`src/rtl/fpu_pkg.sv`:
```
// Shared types and constants for the FPU request path.
// Used by the sequencer and by anything that talks to fp_subtract.
package fpu_pkg;

  typedef enum logic [1:0] {IDLE, ISSUE, WAIT, RESP} seq_state_t;

  typedef enum logic {FP_SUB = 1'b0, FP_ADD = 1'b1} fp_op_t;

  localparam logic [31:0] FP_QNAN     = 32'h7fffffff;
  localparam int          FP_SIGN_BIT = 31;

endpackage

```
`src/rtl/fpu_req_sequencer.sv`:
```
// Host-side sequencer for fp_subtract: takes one add/sub request at a time,
// issues it, waits the fixed FPU latency and returns a tagged response.
module fpu_req_sequencer
  import fpu_pkg::*;
#(
  parameter int RESULT_LAT = 4,
  parameter int TAG_W      = 4,
  parameter int CNT_W      = 16
) (
  input  logic             clk,
  input  logic             rst,
  input  logic             req_valid_i,
  output logic             req_ready_o,
  input  logic [31:0]      req_a_i,
  input  logic [31:0]      req_b_i,
  input  logic             req_op_i,
  input  logic [TAG_W-1:0] req_tag_i,
  output logic             fpu_valid_o,
  output logic [31:0]      fpu_a_o,
  output logic [31:0]      fpu_b_o,
  input  logic [31:0]      fpu_diff_i,
  input  logic             fpu_error_i,
  output logic             rsp_valid_o,
  input  logic             rsp_ready_i,
  output logic [31:0]      rsp_result_o,
  output logic             rsp_error_o,
  output logic [TAG_W-1:0] rsp_tag_o,
  output logic             busy_o,
  output logic [CNT_W-1:0] err_cnt_o
);

  localparam int LAT_W = $clog2(RESULT_LAT + 1);

  if (RESULT_LAT < 1) begin : gLatCheck
    $error("fpu_req_sequencer: RESULT_LAT must be >= 1");
  end

  seq_state_t       state_q, state_d;
  logic [31:0]      a_q, a_d;
  logic [31:0]      b_q, b_d;
  logic [TAG_W-1:0] tag_q, tag_d;
  logic [LAT_W-1:0] lat_q, lat_d;
  logic [31:0]      res_q, res_d;
  logic             errf_q, errf_d;
  logic [CNT_W-1:0] cnt_q, cnt_d;

  always_ff @(posedge clk) begin
    if (rst) begin
      state_q <= IDLE;
      a_q     <= '0;
      b_q     <= '0;
      tag_q   <= '0;
      lat_q   <= '0;
      res_q   <= '0;
      errf_q  <= 1'b0;
      cnt_q   <= '0;
    end else begin
      state_q <= state_d;
      a_q     <= a_d;
      b_q     <= b_d;
      tag_q   <= tag_d;
      lat_q   <= lat_d;
      res_q   <= res_d;
      errf_q  <= errf_d;
      cnt_q   <= cnt_d;
    end
  end

  // ADD is turned into a - (-b) by flipping the sign of b at accept time.
  always_comb begin
    state_d = state_q;
    a_d     = a_q;
    b_d     = b_q;
    tag_d   = tag_q;
    lat_d   = lat_q;
    res_d   = res_q;
    errf_d  = errf_q;
    cnt_d   = cnt_q;
    case (state_q)
      IDLE: begin
        if (req_valid_i) begin
          a_d     = req_a_i;
          b_d     = {req_b_i[FP_SIGN_BIT] ^ (fp_op_t'(req_op_i) == FP_ADD),
                     req_b_i[FP_SIGN_BIT-1:0]};
          tag_d   = req_tag_i;
          state_d = ISSUE;
        end
      end
      ISSUE: begin
        lat_d   = LAT_W'(1);
        state_d = WAIT;
      end
      WAIT: begin
        if (lat_q == LAT_W'(RESULT_LAT)) begin
          res_d   = fpu_diff_i;
          errf_d  = fpu_error_i;
          state_d = RESP;
        end else begin
          lat_d = lat_q + LAT_W'(1);
        end
      end
      RESP: begin
        if (rsp_ready_i) begin
          state_d = IDLE;
          if (errf_q && (cnt_q != {CNT_W{1'b1}})) begin
            cnt_d = cnt_q + CNT_W'(1);
          end
        end
      end
    endcase
  end

  // Ready is gated by rst so it reads 0 throughout the reset cycle.
  assign req_ready_o  = (state_q == IDLE) && !rst;
  assign fpu_valid_o  = (state_q == ISSUE);
  assign rsp_valid_o  = (state_q == RESP);
  assign busy_o       = (state_q != IDLE);
  assign fpu_a_o      = a_q;
  assign fpu_b_o      = b_q;
  assign rsp_result_o = res_q;
  assign rsp_error_o  = errf_q;
  assign rsp_tag_o    = tag_q;
  assign err_cnt_o    = cnt_q;

endmodule

```
`config.mk`:
```
export PLATFORM = sky130hd
export DESIGN_NAME = fpu_req_sequencer
export DESIGN_NICKNAME = d
export VERILOG_FILES = /design/src/rtl/fpu_pkg.sv /design/src/rtl/fpu_req_sequencer.sv
export SDC_FILE = /design/constraint.sdc
export NUM_CORES = 1
export LEC_CHECK = 0
export ABC_CLOCK_PERIOD_IN_PS = 4280
export CORE_MARGIN = 1
export CORE_UTILIZATION = 43
export DETAILED_ROUTE_END_ITERATION = 16
export PLACE_DENSITY = 0.85
export SYNTH_ARGS = -nofsm -noshare
export SYNTH_HDL_FRONTEND = slang
export SYNTH_SLANG_ARGS = --single-unit
```
`constraint.sdc`:
```
create_clock -name clk -period 4.28 [get_ports clk]
set_clock_uncertainty 0.15 [all_clocks]
set_input_delay 0.642 -clock clk [delete_from_list [all_inputs] [get_ports clk]]
set_output_delay 0.642 -clock clk [all_outputs]
set_load 0.005 [all_outputs]
```
==> results of run 1 <==
[per-stage QoR]
stage,hold slack [ps],power [W],instances
after floorplan,303,0.00175,572
after global placement,290,0.00218,900
after detailed placement,296,0.00222,900
after CTS,303,0.00355,930
after global routing,318,0.00369,930
final,301,0.00352,930
[flip-flops by register name, summed over array words and instances (netlist names)]
register / cells
state_q: 2
err_cnt_o: 16
fpu_b_o: 32
rsp_error_o: 1
rsp_tag_o: 4
rsp_result_o: 32
fpu_a_o: 32
lat_q: 3
[critical path, delay by kind of cell (launching register included)]
kind,cells,cell delay [ps]
flip-flops,1,340
adder cells (fa/ha/maj),1,220
buffers and inverters,3,770
AND/OR/NAND/NOR,1,120
[Yosys cell counts, types with 2 or more instances]
master    instances  area [µm²]
nand2_1         205         769
dfxtp_1         122        2440
a21oi_1         117         586
clkbuf_1         30         113
o31ai_1          12        90.1
or4_1            11        82.6
inv_1             9        33.8
ha_1              8         100
nor2_1            8        30.0
nand3_1           7        35.0
nand4_1           4        25.0
a211oi_1          3        22.5
and4_1            3        26.3
buf_1             3        11.3
nor3_1            3        15.0
or3_1             3        18.8
and3_1            2        12.5
buf_2             2        10.0
nand4_2           2        25.0
o21ai_0           2        10.0
[report_power, final]
part           total (W)  leakage, nW  internal, W  switching, W
clock            0.00132        0.262     0.000818      0.000504
sequential       0.00134        0.993      0.00127     0.0000752
combinational   0.000851         1.40     0.000433      0.000418
[layer usage]
layer  part of all wire (%)  vias to the layer above
met5                      0                        -
met1                     39                     2214
met2                     51                      172
met3                    7.2                       28
li1                       -                     2341
met4                    2.8                        0
[kinds of logic after synthesis]
logic type	share of synthesized area, %
flip-flops	53.0
multiplexers	0.217
XOR/XNOR	0.190
AND/OR/NAND/NOR	24.3
buffers and inverters	3.89
AO/OA/AOI/OAI	16.2
adder cells (fa/ha/maj)	2.17
[final cells by class]
type	count	area [µm²]
fill	812	2910
clock buffer	18	418
inverter	9	33.8
tap	136	170
clock inverter	12	129
multi-input combinational	405	1990
sequential	122	2440
timing repair buffer	228	2270
[final timing paths]
check | startpoint | endpoint | slack (ps)
hold / removal | rsp_tag_o[2] | rsp_tag_o[2] | 300
hold reg to reg | rsp_tag_o[2] | rsp_tag_o[2] | 300
setup reg to reg | err_cnt_o[0] | err_cnt_o[7] | 1830
setup / recovery | state_q[0] | req_ready_o | 1530
==> results.json, run 1 <==
{
  "endpoint_kind": "output port",
  "crit_chain": "inv_1 -> ha_1 -> inv_1 -> nor2_1 -> clkdlybuf4s50_1",
  "final_nets": 897,
  "synth-async-reset-ratio_pct": 0,
  "hold_buffers": 0,
  "final_cell_mix": "225 x clkdlybuf4s50_1, 204 x nand2_1, 122 x dfxtp_1, 117 x a21oi_1, 16 x clkbuf_16",
  "cts_resized": 0,
  "cts-root-buf": "clkbuf_8",
  "area_growth_pct": 62.0,
  "viasPerCell": 5.11,
  "row_count": 37,
  "grt_overflow": 0,
  "antennaDiodeCount": 0,
  "start_kind": "flop",
  "die_width_um": 105,
  "routedWlPerCell_um": 14.4,
  "final_util_pct": 71.9,
  "fin_crit_sh_pct": 64.2,
  "met2_usage_pct": 42.4,
  "final_common_cell": "clkdlybuf4s50_1",
  "portBuffers": 226,
  "finalSetupViolCount": 0,
  "slowest_delay_ps": 540,
  "synth.ff_latch_count": 122,
  "finalHoldViolCount": 0,
  "core_area_um2": 10400,
  "ys_types": 36,
  "met1_usage_pct": 26.0,
  "synth-warning-count": 0,
  "peakVddDrop_mv": 0.271,
  "critical_path_class": "flop to output port",
  "grt_max_degree": 75,
  "grt.total_usage_pct": 24.1,
  "crit_arrival_ps": 1950,
  "timing.setup.tns_ps": 0,
  "min_path_cells": 2,
  "cts_buffer_depth": 2,
  "grt.busiest_layer": "met2",
  "worstRegToRegCells": 5,
  "grt_pass1_wl_um": 21500,
  "slew_headroom_pct": 15.5,
  "drtIter0Drc": 231,
  "rsz0062_at_grt": "false",
  "routed_wl_um": 13400,
  "dpl.hpwl_um": 9360,
  "place_area_um2": 6910,
  "drv_cap": 0,
  "clock-sinks": 122,
  "critPathMaxFanout": 4,
  "leakage_nw": 2.66,
  "worstPathRequired_ps": 3490,
  "cts_buffers": 17,
  "cts_setup_buffers": 0,
  "ys.flop_type": "dfxtp_1",
  "pin_count": 227,
  "clkSlewWorstSetupHoldPaths_ps": 60,
  "cp_common_cell": "inv_1",
  "ant_nets": 0,
  "dp_slack_ps": 1540,
  "syn_inst": 572,
  "period_minus_slack_ps": 2750,
  "drc": 0,
  "first_global_vias": 4635,
  "netlist_area_um2": 4600,
  "h-tree-depth": 4,
  "drive_above_1_share_pct": 5.04,
  "pwr_density_cell_nw_per_um2": 471,
  "max_freq_mhz": 364,
  "finalMaxSlewViolations": 0,
  "antenna_found_initial": 0,
  "outcome": "finished clean",
  "gp_congestion": 0.808,
  "clk_latency_ps": 500,
  "grtUsageMet3_pct": 8.04,
  "hp-class": "flop to flop",
  "synth_nets": 686,
  "ys_seq_area_share_pct": 53.0,
  "worst_slack_ps": 1530,
  "first_pass_iters": 4,
  "synth_edf_count": 0,
  "die_h_um": 105,
  "synth_area_per_cell_um2": 8.05,
  "vias": 4755,
  "cpMaxStageDelayCell": "clkdlybuf4s50_1",
  "cts_tree": "built",
  "start_util_pct": 44.4,
  "stdcell_area_um2": 7460,
  "die_area_um2": 11100,
  "tightestPinTransition_ps": 1260
}
Power figures use the tool's default switching activity.
==> inputs of run 2 (changes only) <==
--- a/config.mk
+++ b/config.mk
@@ -5,11 +5,11 @@
 export SDC_FILE = /design/constraint.sdc
 export NUM_CORES = 1
 export LEC_CHECK = 0
-export ABC_CLOCK_PERIOD_IN_PS = 4280
+export ABC_CLOCK_PERIOD_IN_PS = 2200
 export CORE_MARGIN = 1
-export CORE_UTILIZATION = 43
+export CORE_UTILIZATION = 36
 export DETAILED_ROUTE_END_ITERATION = 16
-export PLACE_DENSITY = 0.85
+export PLACE_DENSITY = 0.76
 export SYNTH_ARGS = -nofsm -noshare
 export SYNTH_HDL_FRONTEND = slang
 export SYNTH_SLANG_ARGS = --single-unit
==> constraint.sdc (replaced) <==
create_clock -name clk -period 2.2 [get_ports clk]
set_clock_uncertainty 0.15 [all_clocks]
set_input_delay 0.33 -clock clk [delete_from_list [all_inputs] [get_ports clk]]
set_output_delay 0.33 -clock clk [all_outputs]
set_load 0.005 [all_outputs]
==> run 2 against run 1 <==
Sequential share of layout area down 0.71 points. Cell area is 2.3% higher. Clock power increased by 110%. Via count decreased by 0.21%. Sequential cell count is the same. Die area increased by 19%. Critical endpoint is now busy_o.
==> results.json, run 2 (same netlist as run 1, synthesis figures left out) <==
{
  "outcome": "finished clean",
  "slowest_delay_ps": 510,
  "clockPowerShare_pct": 38.4,
  "fin_crit_sh_pct": 96.5,
  "path_delay_family": "buffers and inverters",
  "total_power_w": 0.00709,
  "viasPerCell": 4.90,
  "slew_headroom_pct": 58.3,
  "peakVddDrop_mv": 0.595,
  "endpoint_kind": "output port",
  "hp-class": "flop to flop",
  "power_frac_comb_pct": 24.7,
  "drive_above_1_share_pct": 6.49,
  "critical_path_class": "flop to output port",
  "core_area_um2": 12300,
  "clk_latency_ps": 410,
  "p_sw_w": 0.00194,
  "final_util_pct": 62.3,
  "critPathMaxFanout": 4,
  "drtIter0Drc": 258,
  "seq_power_share_pct": 36.9,
  "grt_pass1_wl_um": 21000,
  "crit_arrival_ps": 1640,
  "max_freq_mhz": 471,
  "cts_tree": "built",
  "cts_setup_buffers": 0,
  "finalSetupViolCount": 0,
  "grt_overflow": 0,
  "period_minus_slack_ps": 2120,
  "routed_wl_um": 13600,
  "finalHoldViolCount": 0,
  "die_area_um2": 13200,
  "leakage_nw": 2.74,
  "drv_cap": 0,
  "worstPathRequired_ps": 1720,
  "cp_common_cell": "inv_2",
  "timing.hold.ws_ps": 301,
  "die_width_um": 115,
  "routedWlPerCell_um": 14.0,
  "timing.setup.tns_ps": 0,
  "tightestPinTransition_ps": 620,
  "dp_slack_ps": 2.30,
  "row_count": 40,
  "worst-path-buf-inv": 3,
  "start_util_pct": 37.6,
  "pin_count": 227,
  "hold_buffers": 0,
  "antenna_found_initial": 0,
  "final_cell_mix": "224 x clkdlybuf4s50_1, 204 x nand2_1, 120 x dfxtp_1, 117 x a21oi_1, 17 x clkbuf_16",
  "start_kind": "flop",
  "dpl.hpwl_um": 9240,
  "first_pass_iters": 4,
  "drc": 0,
  "grt.total_usage_pct": 20.3,
  "die_h_um": 115,
  "portBuffers": 226,
  "vias": 4745,
  "antennaDiodeCount": 0,
  "h-tree-depth": 4,
  "pwr_density_cell_nw_per_um2": 929,
  "p_sw_share_pct": 27.3,
  "intPower_w": 0.00516,
  "cpMaxStageDelayCell": "clkdlybuf4s50_1",
  "crit_chain": "inv_2 -> ha_4 -> inv_2 -> clkdlybuf4s50_1",
  "final_nets": 903,
  "gp_congestion": 0.793,
  "clock-sinks": 122,
  "cts_buffer_depth": 2,
  "area_growth_pct": 65.8,
  "grt_max_degree": 124,
  "rsz0062_at_grt": "false",
  "cts_buffers": 17,
  "finalMaxSlewViolations": 0,
  "cts-root-buf": "clkbuf_16",
  "worst_slack_ps": 77.7,
  "ant_nets": 0,
  "final_common_cell": "clkdlybuf4s50_1",
  "first_global_vias": 4474,
  "clkSlewWorstSetupHoldPaths_ps": 60
}
## run 2: cell count changes in the layout (fill, tap and decap cells not counted), moves of 3 or more
cell and change:
inv_1 -3, clkbuf_8 +3, clkinv_4 -3, inv_2 +3, buf_12 +3, buf_4 +3
## run 2: worst min-delay path, stage by stage (launching register included)
cell and delay (ps):
dfxtp_1 300, nand2_1 50, a21oi_1 50
## run 2: layout make-up
cell class | instances | area (µm²)
Fill cell | 1031 | 4630
Sequential cell | 122 | 2440
Timing Repair Buffer | 234 | 2360
Multi-Input combinational cell | 405 | 2010
Clock buffer | 23 | 488
Tap cell | 168 | 210
Clock inverter | 8 | 92.6
Inverter | 9 | 33.8
## run 2: path summary, 6_finish.rpt
check             slack [ps]  cells after the start         endpoint            start
setup / recovery          80                      4           busy_o       state_q[0]
hold / removal           300                      2  rsp_result_o[2]  rsp_result_o[2]
setup reg to reg         160                      6       state_q[0]       state_q[0]
hold reg to reg          300                      2  rsp_result_o[2]  rsp_result_o[2]
## run 2: repair_timing
item                                    in CTS  in global routing
endpoints found under the setup margin       2                  2
gates resized for setup                      6                  2
pin swaps                                    0                  0
## run 2: stage by stage
stage / instances / instance area [µm²]
CTS: 969 / 7630
global placement: 938 / 7040
finish: 969 / 7630
floorplan: 572 / 4600
detailed placement: 938 / 7040
global route: 969 / 7630
## run 2: metal layers
metal	share of wire (%)	global-route usage [%]	vias up
li1	-	-	2364
met1	39	22.1	2163
met2	48	33.6	201
met3	11	9.91	17
met4	1.6	9.09	0
met5	0	0	-
## run 2: power groups by stage
stage                     logic, W  registers, W  clock network (W)
after floorplan           0.000750       0.00266                  0
after global placement     0.00168       0.00263                  0
after detailed placement   0.00173       0.00265                  0
after CTS                  0.00177       0.00262            0.00279
after global routing       0.00194       0.00265            0.00288
final                      0.00175       0.00262            0.00272
